## config.mk

```make
export PLATFORM = sky130hd
export DESIGN_NAME = alu_arbiter
export DESIGN_NICKNAME = d
export VERILOG_FILES = /design/src/rtl/alu_arbiter.sv
export SDC_FILE = /design/constraint.sdc
export NUM_CORES = 1
export LEC_CHECK = 0
export BUFFER_PORTS_ARGS = -buffer_cell sky130_fd_sc_hd__buf_2
export CELL_PAD_IN_SITES_DETAIL_PLACEMENT = 1
export CELL_PAD_IN_SITES_GLOBAL_PLACEMENT = 1
export CORE_AREA = 5 5 174 176
export CTS_BUF_LIST = sky130_fd_sc_hd__clkbuf_4 sky130_fd_sc_hd__clkbuf_8
export DETAILED_ROUTE_END_ITERATION = 7
export DIE_AREA = 0 0 179 181
export GPL_TIMING_DRIVEN = 0
export PLACE_DENSITY_LB_ADDON = 0.1
export SLEW_MARGIN = 20
export SYNTH_ARGS = -nofsm -noshare
export SYNTH_HDL_FRONTEND = slang
export SYNTH_SLANG_ARGS = --single-unit
```

## constraint.sdc

```tcl
create_clock -name clk -period 3.9 [get_ports clk]
set_input_delay 0.195 -clock clk [delete_from_list [all_inputs] [get_ports clk]]
set_output_delay 0.195 -clock clk [all_outputs]
set_load 0.05 [all_outputs]
```

## src/rtl/alu_arbiter.sv

```systemverilog
// Round-robin arbiter sharing one pipelined ALU between NUM_REQ requesters.
// Optional ALU_ARB_LOCK_EN macro adds a grant lock for atomic carry chains.
module alu_arbiter #(
    parameter int NUM_REQ     = 4,
    parameter int REQ_ID_W    = 2,
    parameter int WIDTH       = 32,
    parameter int OPCODE      = 4,
    parameter int REGS_CODING = 3,
    parameter int FLAGS       = 4,
    parameter int ALU_LATENCY = 1
) (
    input  logic                           clk,
    input  logic                           reset,
    input  logic [NUM_REQ-1:0]             req_valid,
    output logic [NUM_REQ-1:0]             req_ready,
    input  logic [NUM_REQ*OPCODE-1:0]      req_opcode,
    input  logic [NUM_REQ*WIDTH-1:0]       req_op1,
    input  logic [NUM_REQ*WIDTH-1:0]       req_op2,
    input  logic [NUM_REQ-1:0]             req_cin,
    input  logic [NUM_REQ*REGS_CODING-1:0] req_dest,
    input  logic [NUM_REQ-1:0]             req_lock,
    output logic                           alu_en,
    output logic [OPCODE-1:0]              alu_opcode,
    output logic [WIDTH-1:0]               alu_op1,
    output logic [WIDTH-1:0]               alu_op2,
    output logic                           alu_cin,
    output logic [REGS_CODING-1:0]         alu_dest,
    input  logic [WIDTH-1:0]               alu_result,
    input  logic [FLAGS-1:0]               alu_flags,
    input  logic [REGS_CODING-1:0]         alu_dest_out,
    output logic [NUM_REQ-1:0]             rsp_valid,
    output logic [WIDTH-1:0]               rsp_result,
    output logic [FLAGS-1:0]               rsp_flags,
    output logic [REGS_CODING-1:0]         rsp_dest
);

    logic [NUM_REQ-1:0]  elig;
    logic [REQ_ID_W-1:0] rr_ptr_reg;
    logic [REQ_ID_W-1:0] rr_ptr_next;
    logic [REQ_ID_W-1:0] cand_id [NUM_REQ];
    logic                grant_any;
    logic [REQ_ID_W-1:0] grant_id;
    logic                transfer;
    logic                ptr_advance;

`ifdef ALU_ARB_LOCK_EN
    typedef enum logic {ST_IDLE, ST_LOCKED} lock_state_t;
    lock_state_t         state_reg;
    logic [REQ_ID_W-1:0] owner_reg;

    always_comb begin
        elig = req_valid;
        if (state_reg == ST_LOCKED)
            elig = req_valid & (NUM_REQ'(1) << owner_reg);
    end

    // The pointer only moves once a chain is released, so lock holders keep priority.
    assign ptr_advance = transfer && !req_lock[grant_id];

    always_ff @(posedge clk) begin
        if (reset) begin
            state_reg <= ST_IDLE;
            owner_reg <= '0;
        end else if (transfer) begin
            case (state_reg)
                ST_IDLE: begin
                    if (req_lock[grant_id]) begin
                        state_reg <= ST_LOCKED;
                        owner_reg <= grant_id;
                    end
                end
                ST_LOCKED: begin
                    if (!req_lock[grant_id])
                        state_reg <= ST_IDLE;
                end
                default: state_reg <= ST_IDLE;
            endcase
        end
    end
`else
    logic unused_lock;
    assign unused_lock = ^req_lock;
    assign elig        = req_valid;
    assign ptr_advance = transfer;
`endif

    // cand_id[k] is the k-th requester visited when searching from rr_ptr.
    genvar gi;
    generate
        for (gi = 0; gi < NUM_REQ; gi++) begin : g_rot
            logic [REQ_ID_W:0] sum;
            assign sum = {1'b0, rr_ptr_reg} + (REQ_ID_W+1)'(gi);
            assign cand_id[gi] = (sum >= (REQ_ID_W+1)'(NUM_REQ))
                               ? REQ_ID_W'(sum - (REQ_ID_W+1)'(NUM_REQ))
                               : sum[REQ_ID_W-1:0];
        end
    endgenerate

    always_comb begin
        grant_any = 1'b0;
        grant_id  = '0;
        for (int k = NUM_REQ - 1; k >= 0; k--) begin
            if (elig[cand_id[k]]) begin
                grant_any = 1'b1;
                grant_id  = cand_id[k];
            end
        end
    end

    assign req_ready = (grant_any && !reset) ? (NUM_REQ'(1) << grant_id) : '0;
    assign transfer  = |(req_valid & req_ready);
    assign alu_en    = transfer;

    always_comb begin
        alu_opcode = '0;
        alu_op1    = '0;
        alu_op2    = '0;
        alu_cin    = 1'b0;
        alu_dest   = '0;
        for (int k = 0; k < NUM_REQ; k++) begin
            if (req_valid[k] && req_ready[k]) begin
                alu_opcode = req_opcode[k*OPCODE +: OPCODE];
                alu_op1    = req_op1[k*WIDTH +: WIDTH];
                alu_op2    = req_op2[k*WIDTH +: WIDTH];
                alu_cin    = req_cin[k];
                alu_dest   = req_dest[k*REGS_CODING +: REGS_CODING];
            end
        end
    end

    assign rr_ptr_next = (grant_id == REQ_ID_W'(NUM_REQ - 1)) ? '0 : grant_id + REQ_ID_W'(1);

    always_ff @(posedge clk) begin
        if (reset)
            rr_ptr_reg <= '0;
        else if (ptr_advance)
            rr_ptr_reg <= rr_ptr_next;
    end

    // In-flight ownership tracking, aligned with the ALU pipeline depth.
    logic                vld_reg [ALU_LATENCY];
    logic [REQ_ID_W-1:0] id_reg  [ALU_LATENCY];

    always_ff @(posedge clk) begin
        if (reset) begin
            for (int s = 0; s < ALU_LATENCY; s++)
                vld_reg[s] <= 1'b0;
        end else begin
            vld_reg[0] <= transfer;
            for (int s = 1; s < ALU_LATENCY; s++)
                vld_reg[s] <= vld_reg[s-1];
        end
    end

    always_ff @(posedge clk) begin
        id_reg[0] <= grant_id;
        for (int s = 1; s < ALU_LATENCY; s++)
            id_reg[s] <= id_reg[s-1];
    end

    assign rsp_valid  = (vld_reg[ALU_LATENCY-1] && !reset)
                      ? (NUM_REQ'(1) << id_reg[ALU_LATENCY-1]) : '0;
    assign rsp_result = alu_result;
    assign rsp_flags  = alu_flags;
    assign rsp_dest   = alu_dest_out;

endmodule

```

# Yosys cells after proc, flatten, opt, wreduce, memory -nomap -nowiden
# Memory sizes are Yosys's and may differ from the RTL's.
# Cells that the tools add are included.
# op_classes
n_addsub	8
order_cmp	8
n_eq_ne	1
shift	2
n_mux	48
n_bitwise	1
reduce_logical	9
# ops
cell	n
$mux W32	8
$mux W4	6
$mux W2	9
$mux W1	17
$lt A2 B3 Y1 const B	4
$mux W3	4
$ge A3 B3 Y1 const B	3
$bmux W1 S2	4
$shl A1 B2 Y4 const A	2
$sub A2 B1 Y2 const B	4
$add A2 B2 Y3 const B	2
$logic_and A1 B1 Y1	6
$and A4 B4 Y4	1
$reduce_or A4 Y1	1
$add A2 B1 Y3 const B	1
$ge A2 B3 Y1 const B	1
$add A2 B1 Y2 const B	1
$eq A2 B2 Y1 const B	1
$logic_not A1 Y1	1
$reduce_or A1 Y1	1
# word_totals
reg_bits	2
ram_bits	3
input_bits	337
output_inout_bits	120
elab_cells	80
mem_count	2
# mem_list
memory	words	width	read_ports	rd_ports_with_merged_regs	wr	line	text
id_reg	1	2	1	0	1	142	logic [REQ_ID_W-1:0] id_reg [ALU_LATENCY];
vld_reg	1	1	1	0	1	141	logic vld_reg [ALU_LATENCY];

# Depth between registers and ports, before layout
# Gate-level depths: netlist of the first run.
# logic_depth
depth_word	16
depth_mapped	10
ltp_nobuf	7

# Least setup slack after synthesis of the first run
# Ideal clock, no wire load.
# synth_timing
path_type	register -> output
from	register rr_ptr_reg[0]
to	output alu_op1[28]
arrival_time_ps	2392
slack_ps	1313
stages_incl_launch_ff	10
path_buffers	2
cell_sequence	dfxtp_1 nor2b_1 o21ai_0 and3_1 ha_1 buf_2 clkbuf_1 and3_1 a311oi_1 o2bb2ai_1
# synth_via
elab_chain_cells	16
# synth_rtl
element	line	text
start: declaration	38	logic [REQ_ID_W-1:0] rr_ptr_reg;
start signal: assignment	137	rr_ptr_reg <= rr_ptr_next;
$add A2 B2 Y3	92	assign sum = {1'b0, rr_ptr_reg} + (REQ_ID_W+1)'(gi);
$ge A3 B3 Y1 or $sub A2 B1 Y2 (tied branches)	93, 94	
$mux W2	94	? REQ_ID_W'(sum - (REQ_ID_W+1)'(NUM_REQ))
$bmux W1 S2	103	if (elig[cand_id[k]]) begin
$mux W1 (not written as such)	103	
$mux W2 (3 in a row)	103	
$mux W2 (*)	103	
net grant_id[0]	42	logic [REQ_ID_W-1:0] grant_id;
$shl A1 B2 Y4 (*)	110	assign req_ready = (grant_any && !reset) ? (NUM_REQ'(1) << grant_id) : '0;
$mux W4 (*)	110	
$logic_and A1 B1 Y1	121	if (req_valid[k] && req_ready[k]) begin
$mux W32 (3 in a row)	121	
$mux W32 (*)	121	
end: declaration	24	output logic [WIDTH-1:0] alu_op1,
# The timed path passes the listed nets; every way through them passes the cells marked *. The select of a mux whose other input is x is not followed.

# Final worst setup path of the first run
# layout_timing
from	register rr_ptr_reg[1]
to	output alu_cin
# layout_via
elab_chain_cells	16
# layout_rtl
element	line	text
$add A2 B2 Y3	92	
$ge A3 B3 Y1 or $sub A2 B1 Y2 (tied branches)	93, 94	
$mux W2	94	
$bmux W1 S2	103	
$mux W1 (not written as such)	103	
$mux W2 (3 in a row)	103	
$mux W2 (*)	103	
net grant_id[0]	42	
$shl A1 B2 Y4 (*)	110	
$mux W4 (*)	110	
$logic_and A1 B1 Y1	121	
$mux W1 (3 in a row)	121	
$mux W1 (*)	121	
end: declaration	26	output logic alu_cin,
# Marks and branches as above.

==> metrics, run 1 <==
outcome completed; fraction of final layout cells sized beyond drive strength 1 58.21%; final worst path period need 3.312 ns; Power Dens Cells 383.8 nW/µm²; Fin. Hold Viols 0; area of the core 28470 µm²; initial antenna violation count 6; clock network latency to the later pin of the worst-skew pair 0.22 ns; worst flop-to-flop path startpoint rr_ptr_reg[0]; net count after synthesis 784; Comb pwr share 91.3%; fraction of power consumed by the clock network 4.6%; placement-stage worst setup slack 0.4920 ns; mean number of vias per cell 4.419; Min-Delay Path Depth 2; area share of and/or/nand/nor cells after synthesis 19.37%; most repeated library cell on the critical path buf_2; antenna-violating nets left 0; flop and latch count out of synthesis 5; Worst Tran Pin Value 0.8233 ns; WL/cell 21.35 µm; number of setup buffers added after CTS 0; Core Rows 62; fraction of synthesized cell area in xor and xnor cells 0%; Post-Route WL 26610 µm; total grt overflow 0; clock slew seen by the registers of the worst setup and hold paths 0.03 ns; initial DRC count 216; Net Sw Power 1.457 mW; compound-gate portion of the synthesized area 55.68%; total of buffers placed on input and output ports 412; largest net degree at the start of global routing 11; Peak VDD IR 0.0001545 V; internal power contribution 0.7378 mW; overall global routing resource usage 14.94%; data arrival time of the critical path 3.12 ns; Worst Hold Launch reset; share of synthesized area occupied by flip-flops and latches 3.209%; clock tree from TritonCTS built; setup slack of the most critical reg-to-reg path 1.49 ns; global-route wire length before repair 37580 µm; vias in the first global route 5931; Horiz. Die Dim 179 µm; fin nets 1201; first-pass iteration count of the detailed router 4; Die Ht 181 µm; highest cell delay on the worst timing path 0.69 ns; Post-CTS Hold Fix Bufs 0; Ports 457; half-perimeter wire length after placement 22500 µm; post-route DRC violation count 0; Area Overhead vs Synth 83.31%; final worst clock skew 0.001797 ns; commonest non-fill, non-tap cells in the layout 449 x buf_2, 74 x and3_1, 72 x a311oi_1, 72 x o2bb2ai_1, 61 x o21ai_0; Setup-failing EPs final 0; number of buffers added by the clock tree synthesis step 3; class of the tightest hold or removal check input port to flip-flop; final cycle utilization of the critical path 84.92%; Reg2Reg Capture Point rr_ptr_reg[0]; number of maximum-capacitance violations 0; maximum operating frequency 0.3020 GHz; Reg power frac 4.0%; critical-path cell list o21ai_0, and3_1, ha_1, buf_2, buf_2, and3_1, a311oi_1, o2bb2ai_1, buf_2; maximum net fanout on the critical path 10; RePlAce Congestion 0.7361; warnings from Yosys 0; combinational family with the most area after synthesis compound AO/OA/AOI/OAI gates; post-synthesis share of cell area spent on full adders, half adders and majority gates 1.604%; max_slew headroom 44.74%; cell count of the worst reg-to-reg path 9; endpoint kind of the worst setup timing path output port; static power due to leakage 3.044 nW; Final WS setup 0.5882 ns; standard cell with the maximum stage delay on the critical path a311oi_1; kind of critical path flip-flop to output port; Setup TNS 0 ns; average instance area after synthesis 7.041 µm²; max-slew violation count 0; switching share of power 66.38%; final standard cell utilization of the core 20.08%; number of distinct library cell variants in the gate-level netlist after synthesis 35; unrepaired setup endpoints after global routing no; smallest hold slack 0.3021 ns; library cell used as clock root buffer clkbuf_8; total via count in the routed design 5506; Post-Synthesis Cells 443; data required time of the critical path 3.70 ns; maximum clock path buffer count 2; Critical Path Start Type flip-flop; Netlist Area Pre-Place 3119 µm²; H-Tree Depth 1; commonest non-fill, non-tap cell in the layout buf_2; initial cell density of the core 10.96%; Die ar. 32400 µm²; Resized cells post-CTS 0; mux contribution to synthesized area 0%; sink of the worst hold path rr_ptr_reg[1]; number of clock sinks seen by CTS 5
==> layout make-up <==
| cell class | instances | area [µm²] |
|---|---|---|
| Multi-Input combinational cell | 333 | 2391 |
| Fill cell | 3622 | 22750 |
| Antenna cell | 3 | 7.507 |
| Timing Repair Buffer | 412 | 2062 |
| Inverter | 2 | 7.507 |
| Buffer | 103 | 620.6 |
| Clock buffer | 4 | 48.80 |
| Tap cell | 384 | 480.5 |
| Sequential cell | 5 | 100.1 |
==> worst max-delay path: cells and delay by family (launching register included) <==
kind | cells | cell delay (ns)
fa+ha+maj | 1 | 0.25
simple gates | 2 | 0.46
buf+inv | 3 | 0.72
flops | 1 | 0.42
compound gates | 3 | 1.03
==> routing by layer <==
layer  wire (µm)  global-route usage [%]  up-vias
met3        2320                   3.742       14
met5          45                       0        -
met1       10730                   18.10     2621
met2       13310                   27.46      256
li1            -                       -     2609
met4         197                   1.197        6
==> per-stage QoR <==
stage / cells / total power, mW / area, µm²
6_report: 1246 / 2.194 / 5718
5_1_grt: 1246 / 2.359 / 5718
4_1_cts: 1243 / 2.241 / 5710
3_5_place_dp: 1239 / 2.128 / 5662
3_3_place_gp: 1239 / 2.142 / 5662
2_1_floorplan: 443 / 1.459 / 3119
==> synthesized netlist by cell type (all sizes together) <==
cell | instances | share of area (%)
and3 | 74 | 15
ha | 4 | 1.6
a21o | 1 | 0.24
o21bai | 1 | 0.24
dfxtp | 5 | 3.2
o22a | 1 | 0.28
a22o | 1 | 0.28
o2bb2ai | 72 | 20
nor2b | 4 | 0.80
nand2 | 2 | 0.24
a21boi | 1 | 0.24
clkbuf | 21 | 2.5
nor4bb | 2 | 0.64
nor4b | 1 | 0.28
a31oi | 2 | 0.40
a21oi | 3 | 0.60
inv | 2 | 0.24
and4 | 1 | 0.28
nand4 | 1 | 0.20
nor2 | 3 | 0.36
o41ai | 1 | 0.28
a311oi | 72 | 20
o31ai | 1 | 0.24
and2 | 7 | 1.4
o21ai | 73 | 12
buf | 82 | 17
o22ai | 1 | 0.20
nand3 | 2 | 0.32
a41oi | 1 | 0.28
a22oi | 1 | 0.24
==> power groups by stage <==
stage               Clock, mW  Combinational (mW)  Sequential [mW]
global route            0.110                2.16           0.0903
detailed placement          0                2.04           0.0873
finish                  0.102                2.00           0.0882
global placement            0                2.05           0.0887
CTS                     0.104                2.05           0.0872
floorplan                   0                1.38           0.0813
==> how the worst max path moves through the flow <==
stage | startpoint | to | slack (ns) | cells after the start
floorplan | rr_ptr_reg[0] | alu_op1[28] | 1.31 | 9
global placement | req_valid[1] | alu_op1[10] | 0.51 | 11
detailed placement | req_valid[1] | alu_op1[10] | 0.49 | 10
CTS | req_valid[1] | alu_op1[10] | 0.48 | 10
global route | rr_ptr_reg[0] | alu_op1[10] | 0.30 | 10
finish | rr_ptr_reg[1] | alu_cin | 0.59 | 9
==> logic make-up after synthesis <==
logic type	after synthesis
compound gates	232
buf+inv	105
simple gates	97
flops	5
fa+ha+maj	4
No activity file was read; power rests on OpenSTA's default activity.
==> run 2: changes to the inputs <==
Settings changed: CORE_AREA 5 5 174 176 to 5 5 173 175, DIE_AREA 0 0 179 181 to 0 0 178 180.
Clock period 3.9 ns to 3 ns, I/O delays scaled along.
==> run 2 against run 1 <==
Effect of this change:
- cell count is essentially flat
- critical path depth is the same
- combinational power grew 34%
- sequential cell count is the same
- critical endpoint is now alu_op2[16]
- largest cell class unchanged
==> metrics, run 2 (synthesis results as in run 1) <==
outcome completed; buffers and inverters on the worst path 2 (-1); Area Overhead vs Synth 87.16%; worst flop-to-flop path startpoint rr_ptr_reg[0]; Post-Route WL 26580 µm (-0.11%); data arrival time of the critical path 2.68 ns (-0.44 ns); area taken by multi-input logic gates 2417 µm² (+1.1%); WL/cell 21.31 µm (-0.19%); critical-path cell list nor2b_1, o21bai_2, and3_1, ha_1, nand2_1, clkbuf_1, a311oi_1, o2bb2ai_1, buf_2; Fin. Hold Viols 0 (unchanged); Crit path max-delay family buffers and inverters; largest net degree at the start of global routing 11 (unchanged); maximum net fanout on the critical path 10 (unchanged); Critical Path Start Type flip-flop; library cell used as clock root buffer clkbuf_8; half-perimeter wire length after placement 22400 µm (-0.42%); RePlAce Congestion 0.7080 (-3.8%); data required time of the critical path 2.85 ns (-0.85 ns); final worst path period need 2.829 ns; Power Dens Cells 500.9 nW/µm² (+31%); highest cell delay on the worst timing path 0.41 ns (-0.28 ns); Die Ht 180 µm (-0.55%); kind of critical path flip-flop to output port; commonest non-fill, non-tap cells in the layout 425 x buf_2, 74 x and3_1, 72 x o2bb2ai_1; max_slew headroom 63.91% (+19 points); Die ar. 32040 µm² (-1.1%); unrepaired setup endpoints after global routing yes; Peak VDD IR 0.0001274 V (-18%); standard cell with the maximum stage delay on the critical path clkbuf_1; mean number of vias per cell 4.355 (-1.4%); startpoint of the worst setup timing path rr_ptr_reg[0]; final cycle utilization of the critical path 94.30%; Total Power Consumption 2.924 mW (+33%); number of maximum-capacitance violations 0 (unchanged); global-route wire length before repair 38090 µm (+1.4%); max-slew violation count 0 (unchanged); vias in the first global route 6052 (+2.0%); H-Tree Depth 1 (unchanged); post-route DRC violation count 0 (unchanged); smallest hold slack 0.2530 ns (-0.04912 ns); clock slew seen by the registers of the worst setup and hold paths 0.04 ns (about the same); clock tree from TritonCTS built; static power due to leakage 3.102 nW (+1.9%); number of clock sinks seen by CTS 5 (unchanged); final worst clock skew 0.002054 ns (+0.0002577 ns); maximum clock path buffer count 2 (unchanged); initial antenna violation count 5 (-1); Setup-failing EPs final 0 (unchanged); cell count of the worst reg-to-reg path 9 (unchanged); Ports 457 (unchanged); fin nets 1203 (+0.17%); number of placed cells counting well taps 1239 (unchanged); number of cells on the critical path 9 (unchanged); class of the tightest hold or removal check input port to flip-flop; clock network latency to the later pin of the worst-skew pair 0.22 ns (about the same); setup slack of the most critical reg-to-reg path 0.82 ns (-0.67 ns); number of buffers added by the clock tree synthesis step 3 (unchanged); initial cell density of the core 11.02% (+0.060 points); first-pass iteration count of the detailed router 4 (unchanged); overall global routing resource usage 15.23% (+0.29 points); endpoint kind of the worst setup timing path output port; Core Rows 62 (unchanged); area of all sequential standard cells 100.1 µm² (unchanged); post-route non-filler standard cell count 1247 (+0.080%); total of buffers placed on input and output ports 412 (unchanged); Reg2Reg Capture Point rr_ptr_reg[0]; total grt overflow 0 (unchanged); endpoint of the worst setup timing path alu_op2[16]; area of the core 28310 µm² (-0.54%); Worst Tran Pin Value 0.5413 ns (-0.2820 ns); antenna-violating nets left 0 (unchanged); fraction of final layout cells sized beyond drive strength 1 60.39% (+2.2 points); total via count in the routed design 5431 (-1.4%); maximum operating frequency 0.3535 GHz; initial DRC count 160 (-26%); filler instances 3584 (-1.0%); Horiz. Die Dim 178 µm (-0.56%); commonest non-fill, non-tap cell in the layout buf_2
run 2: changes by cell type in the layout (fill, tap and decap cells not counted), moves of 2 or more:
| cell | previous run | this run |
|---|---|---|
| clkbuf_1 | 21 | 7 |
| a311oi_1 | 72 | 70 |
| buf_4 | 40 | 48 |
| a311oi_2 | 0 | 2 |
| clkbuf_4 | 1 | 18 |
| clkbuf_2 | 0 | 14 |
| buf_2 | 449 | 425 |
run 2: where the power goes:
| part | total (mW) | switching [mW] | leakage, nW | internal [mW] |
|---|---|---|---|---|
| Combinational | 2.67 | 1.85 | 3.03 | 0.824 |
| Clock | 0.136 | 0.0355 | 0.0262 | 0.100 |
| Sequential | 0.114 | 0.0242 | 0.0416 | 0.0894 |
| Total | 2.92 | 1.91 | 3.10 | 1.01 |
run 2: per-stage QoR:
stage	setup TNS (ns)	area (µm²)	setup WS (ns)	utilization, %
2_1_floorplan	0	3119	0.4576	-
5_1_grt	-0.04996	5838	-0.04996	20.62
3_3_place_gp	-11.21	5662	-0.4138	20.00
4_1_cts	0	5758	0.02134	20.34
3_5_place_dp	-10.37	5662	-0.4060	20.00
6_report	0	5838	0.1712	20.62
run 2: layout make-up:
type / count / share of cell area (%)
inverters: 2 / 0.1286
clock buffers: 4 / 0.8358
well taps: 384 / 8.230
diodes: 2 / 0.08573
repair buffers: 414 / 36.13
plain buffers: 103 / 11.47
multi-input cells: 333 / 41.41
flip-flops and latches: 5 / 1.715
run 2: how the worst min path moves through the flow:
| stage | slack (ns) | end | from | cells after the start |
|---|---|---|---|---|
| after floorplan | 0.34 | id_reg[0][1] | req_valid[3] | 1 |
| after global placement | 0.47 | rr_ptr_reg[1] | reset | 2 |
| after detailed placement | 0.48 | rr_ptr_reg[1] | reset | 2 |
| after CTS | 0.26 | rr_ptr_reg[1] | reset | 2 |
| after global routing | 0.28 | rr_ptr_reg[1] | reset | 2 |
| final | 0.25 | rr_ptr_reg[1] | reset | 2 |
run 2: layer usage:
metal | vias up | part of all wire [%] | GRT usage (%)
met5 | - | 0.15 | 0
li1 | 2614 | - | -
met4 | 6 | 0.50 | 1.454
met2 | 271 | 51 | 28.71
met1 | 2528 | 40 | 17.62
met3 | 12 | 8.8 | 4.055
run 2: what timing repair did:
item | CTS | global route
hold buffers | 0 | 0
setup endpoints to repair | 72 | 59
buffers inserted | 1 | 1
pin swaps | 1 | 1
gates resized for setup | 18 | 32
==> run 3: changes to the inputs <==
Settings changed: CELL_PAD_IN_SITES_DETAIL_PLACEMENT 1 to 2, CELL_PAD_IN_SITES_GLOBAL_PLACEMENT 1 to 2, CORE_AREA 5 5 173 175 to default, CORE_MARGIN from default to 5, CORE_UTILIZATION from default to 11, DIE_AREA 0 0 178 180 to default.
==> run 3 against run 2 <==
Effect of this change:
- critical path depth up 1
- sequential power hardly changed
- routed wire length is 4.7% higher
- combinational power about the same
- via count rose by 0.66%
- global-route usage up 0.72 points
- utilization is 0.21 points higher
- power is 0.75% lower
- hold slack got worse by 0.0099 ns
- clock skew is essentially flat
- clock power barely moved
- maximum frequency barely moved
==> metrics, run 3 (synthesis results as in run 1) <==
final cycle utilization of the critical path 94.26% (about the same); total via count in the routed design 5467 (+0.66%); data arrival time of the critical path 2.68 ns (about the same); antenna-violating nets left 0 (unchanged); commonest non-fill, non-tap cells in the layout 439 x buf_2, 74 x and3_1, 72 x o2bb2ai_1; clock slew seen by the registers of the worst setup and hold paths 0.04 ns (about the same); global-route wire length before repair 38860 µm (+2.0%); Post-Route WL 27820 µm (+4.7%); kind of critical path flip-flop to output port; WL/cell 22.40 µm (+5.1%); Reg2Reg Capture Point rr_ptr_reg[0]; vias in the first global route 6099 (+0.78%); maximum clock path buffer count 2 (unchanged); total grt overflow 0 (unchanged); mean number of vias per cell 4.402 (+1.1%); Power Dens Cells 500.2 nW/µm² (-0.15%); Setup TNS 0 ns (unchanged); fin nets 1203 (unchanged); Reg power frac 4.0% (about the same); Worst Tran Pin Value 0.5200 ns (-0.02135 ns); Peak VDD IR 0.0001559 V (+22%); setup slack of the most critical reg-to-reg path 0.84 ns (+0.02 ns); Setup-failing EPs final 0 (unchanged); endpoint kind of the worst setup timing path output port; fraction of final layout cells sized beyond drive strength 1 59.93% (-0.46 points); Core Rows 61 (-1.6%); Die Ht 178.4 µm (-0.89%); max-slew violation count 0 (unchanged); first-pass iteration count of the detailed router 4 (unchanged); largest net degree at the start of global routing 11 (unchanged); H-Tree Depth 1 (unchanged); fraction of power consumed by the clock network 4.7% (about the same); area of the core 27860 µm² (-1.6%); Horiz. Die Dim 178.4 µm (+0.22%); clock tree from TritonCTS built; clock network latency to the later pin of the worst-skew pair 0.22 ns (about the same); unrepaired setup endpoints after global routing yes; Area Overhead vs Synth 86.04%; total of buffers placed on input and output ports 412 (unchanged); Fin. Hold Viols 0 (unchanged); Die ar. 31820 µm² (-0.67%); overall global routing resource usage 15.94% (+0.72 points); RePlAce Congestion 0.7522 (+6.2%); static power due to leakage 3.099 nW (-0.10%); commonest non-fill, non-tap cell in the layout buf_2; area taken by multi-input logic gates 2414 µm² (-0.16%); startpoint of the worst setup timing path rr_ptr_reg[1]; class of the tightest hold or removal check input port to flip-flop; Ports 457 (unchanged); Critical Path Start Type flip-flop; maximum net fanout on the critical path 10 (unchanged); endpoint of the worst setup timing path alu_op2[0]; filler instances 3454 (-3.6%); Comb pwr share 91.3% (-0.2 points); worst flop-to-flop path startpoint rr_ptr_reg[0]; number of buffers added by the clock tree synthesis step 3 (unchanged); area of all sequential standard cells 100.1 µm² (unchanged); outcome completed; max_slew headroom 65.33% (+1.4 points); number of maximum-capacitance violations 0 (unchanged); post-route DRC violation count 0 (unchanged); smallest hold slack 0.2430 ns (-0.009949 ns); switching share of power 65.60% (+0.28 points); cell count of the worst reg-to-reg path 9 (unchanged); half-perimeter wire length after placement 23700 µm (+5.8%); final worst path period need 2.828 ns (-0.001108 ns); internal power contribution 0.9984 mW (-1.6%); Net Sw Power 1.904 mW (-0.31%); number of clock sinks seen by CTS 5 (unchanged); final worst clock skew 0.002358 ns (+0.0003034 ns); data required time of the critical path 2.85 ns (about the same); initial cell density of the core 11.20% (+0.18 points); initial DRC count 176 (+10%); initial antenna violation count 4 (-1); maximum operating frequency 0.3536 GHz (about the same); library cell used as clock root buffer clkbuf_8
-- run 3: changes by cell type in the layout (fill, tap and decap cells not counted), moves of 2 or more --
cell / delta
clkbuf_1: +3
buf_2: +14
clkbuf_4: -13
buf_4: -2
clkbuf_2: -3
-- run 3: final cells by class --
cell class              count  area share (%)
multi-input cells         333           41.59
repair buffers            414           36.18
plain buffers             103           11.25
well taps                 378           8.150
flip-flops and latches      5           1.725
clock buffers               4          0.8409
inverters                   2          0.1294
diodes                      3          0.1294
-- run 3: power groups by stage --
stage	sequential, mW	combinational [mW]	clock (mW)
global route	0.120	2.85	0.145
finish	0.116	2.65	0.137
global placement	0.117	2.65	0
detailed placement	0.117	2.65	0
floorplan	0.106	1.79	0
CTS	0.117	2.69	0.141
-- run 3: layer usage --
metal  global-route usage (%)  share of wire, %  routed length, µm
met3                    3.179               6.9               1933
met5                        0              0.12                 34
met1                    18.96                40              11140
met4                    1.087              0.35                 97
met2                    30.64                53              14620
-- run 3: critical path: stages, from the launching register on --
cell	delay, ns
dfxtp_1	0.44
a21o_1	0.15
a21boi_1	0.07
o22ai_1	0.22
ha_1	0.31
and2_1	0.18
buf_6	0.15
buf_2	0.25
a311oi_1	0.17
o2bb2ai_1	0.22
buf_2	0.30
-- run 3: what timing repair did --
action,in CTS,in global routing
pin swaps,1,0
hold buffers,0,0
resized for setup,19,9
buffers inserted,2,0
setup endpoints to repair,70,72
-- run 3: how the worst min path moves through the flow --
stage,startpoint,endpoint,slack (ns),depth (start not counted)
2_1_floorplan,req_valid[3],id_reg[0][1],0.34,1
3_3_place_gp,reset,vld_reg[0],0.46,2
3_5_place_dp,reset,rr_ptr_reg[1],0.47,2
4_1_cts,reset,rr_ptr_reg[1],0.24,2
5_1_grt,reset,rr_ptr_reg[1],0.26,2
6_report,reset,rr_ptr_reg[1],0.24,2
-- run 3: through the flow --
step / cell area (µm²) / utilization, % / setup WS, ns / instances / total power [mW]
finish: 5803 / 20.83 / 0.1723 / 1242 / 2.903
global route: 5798 / 20.81 / -0.02094 / 1240 / 3.111
CTS: 5772 / 20.72 / 0.007322 / 1239 / 2.949
detailed placement: 5654 / 20.30 / -0.4361 / 1233 / 2.767
global placement: 5654 / 20.30 / -0.5005 / 1233 / 2.772
floorplan: 3119 / - / 0.4576 / 443 / 1.897
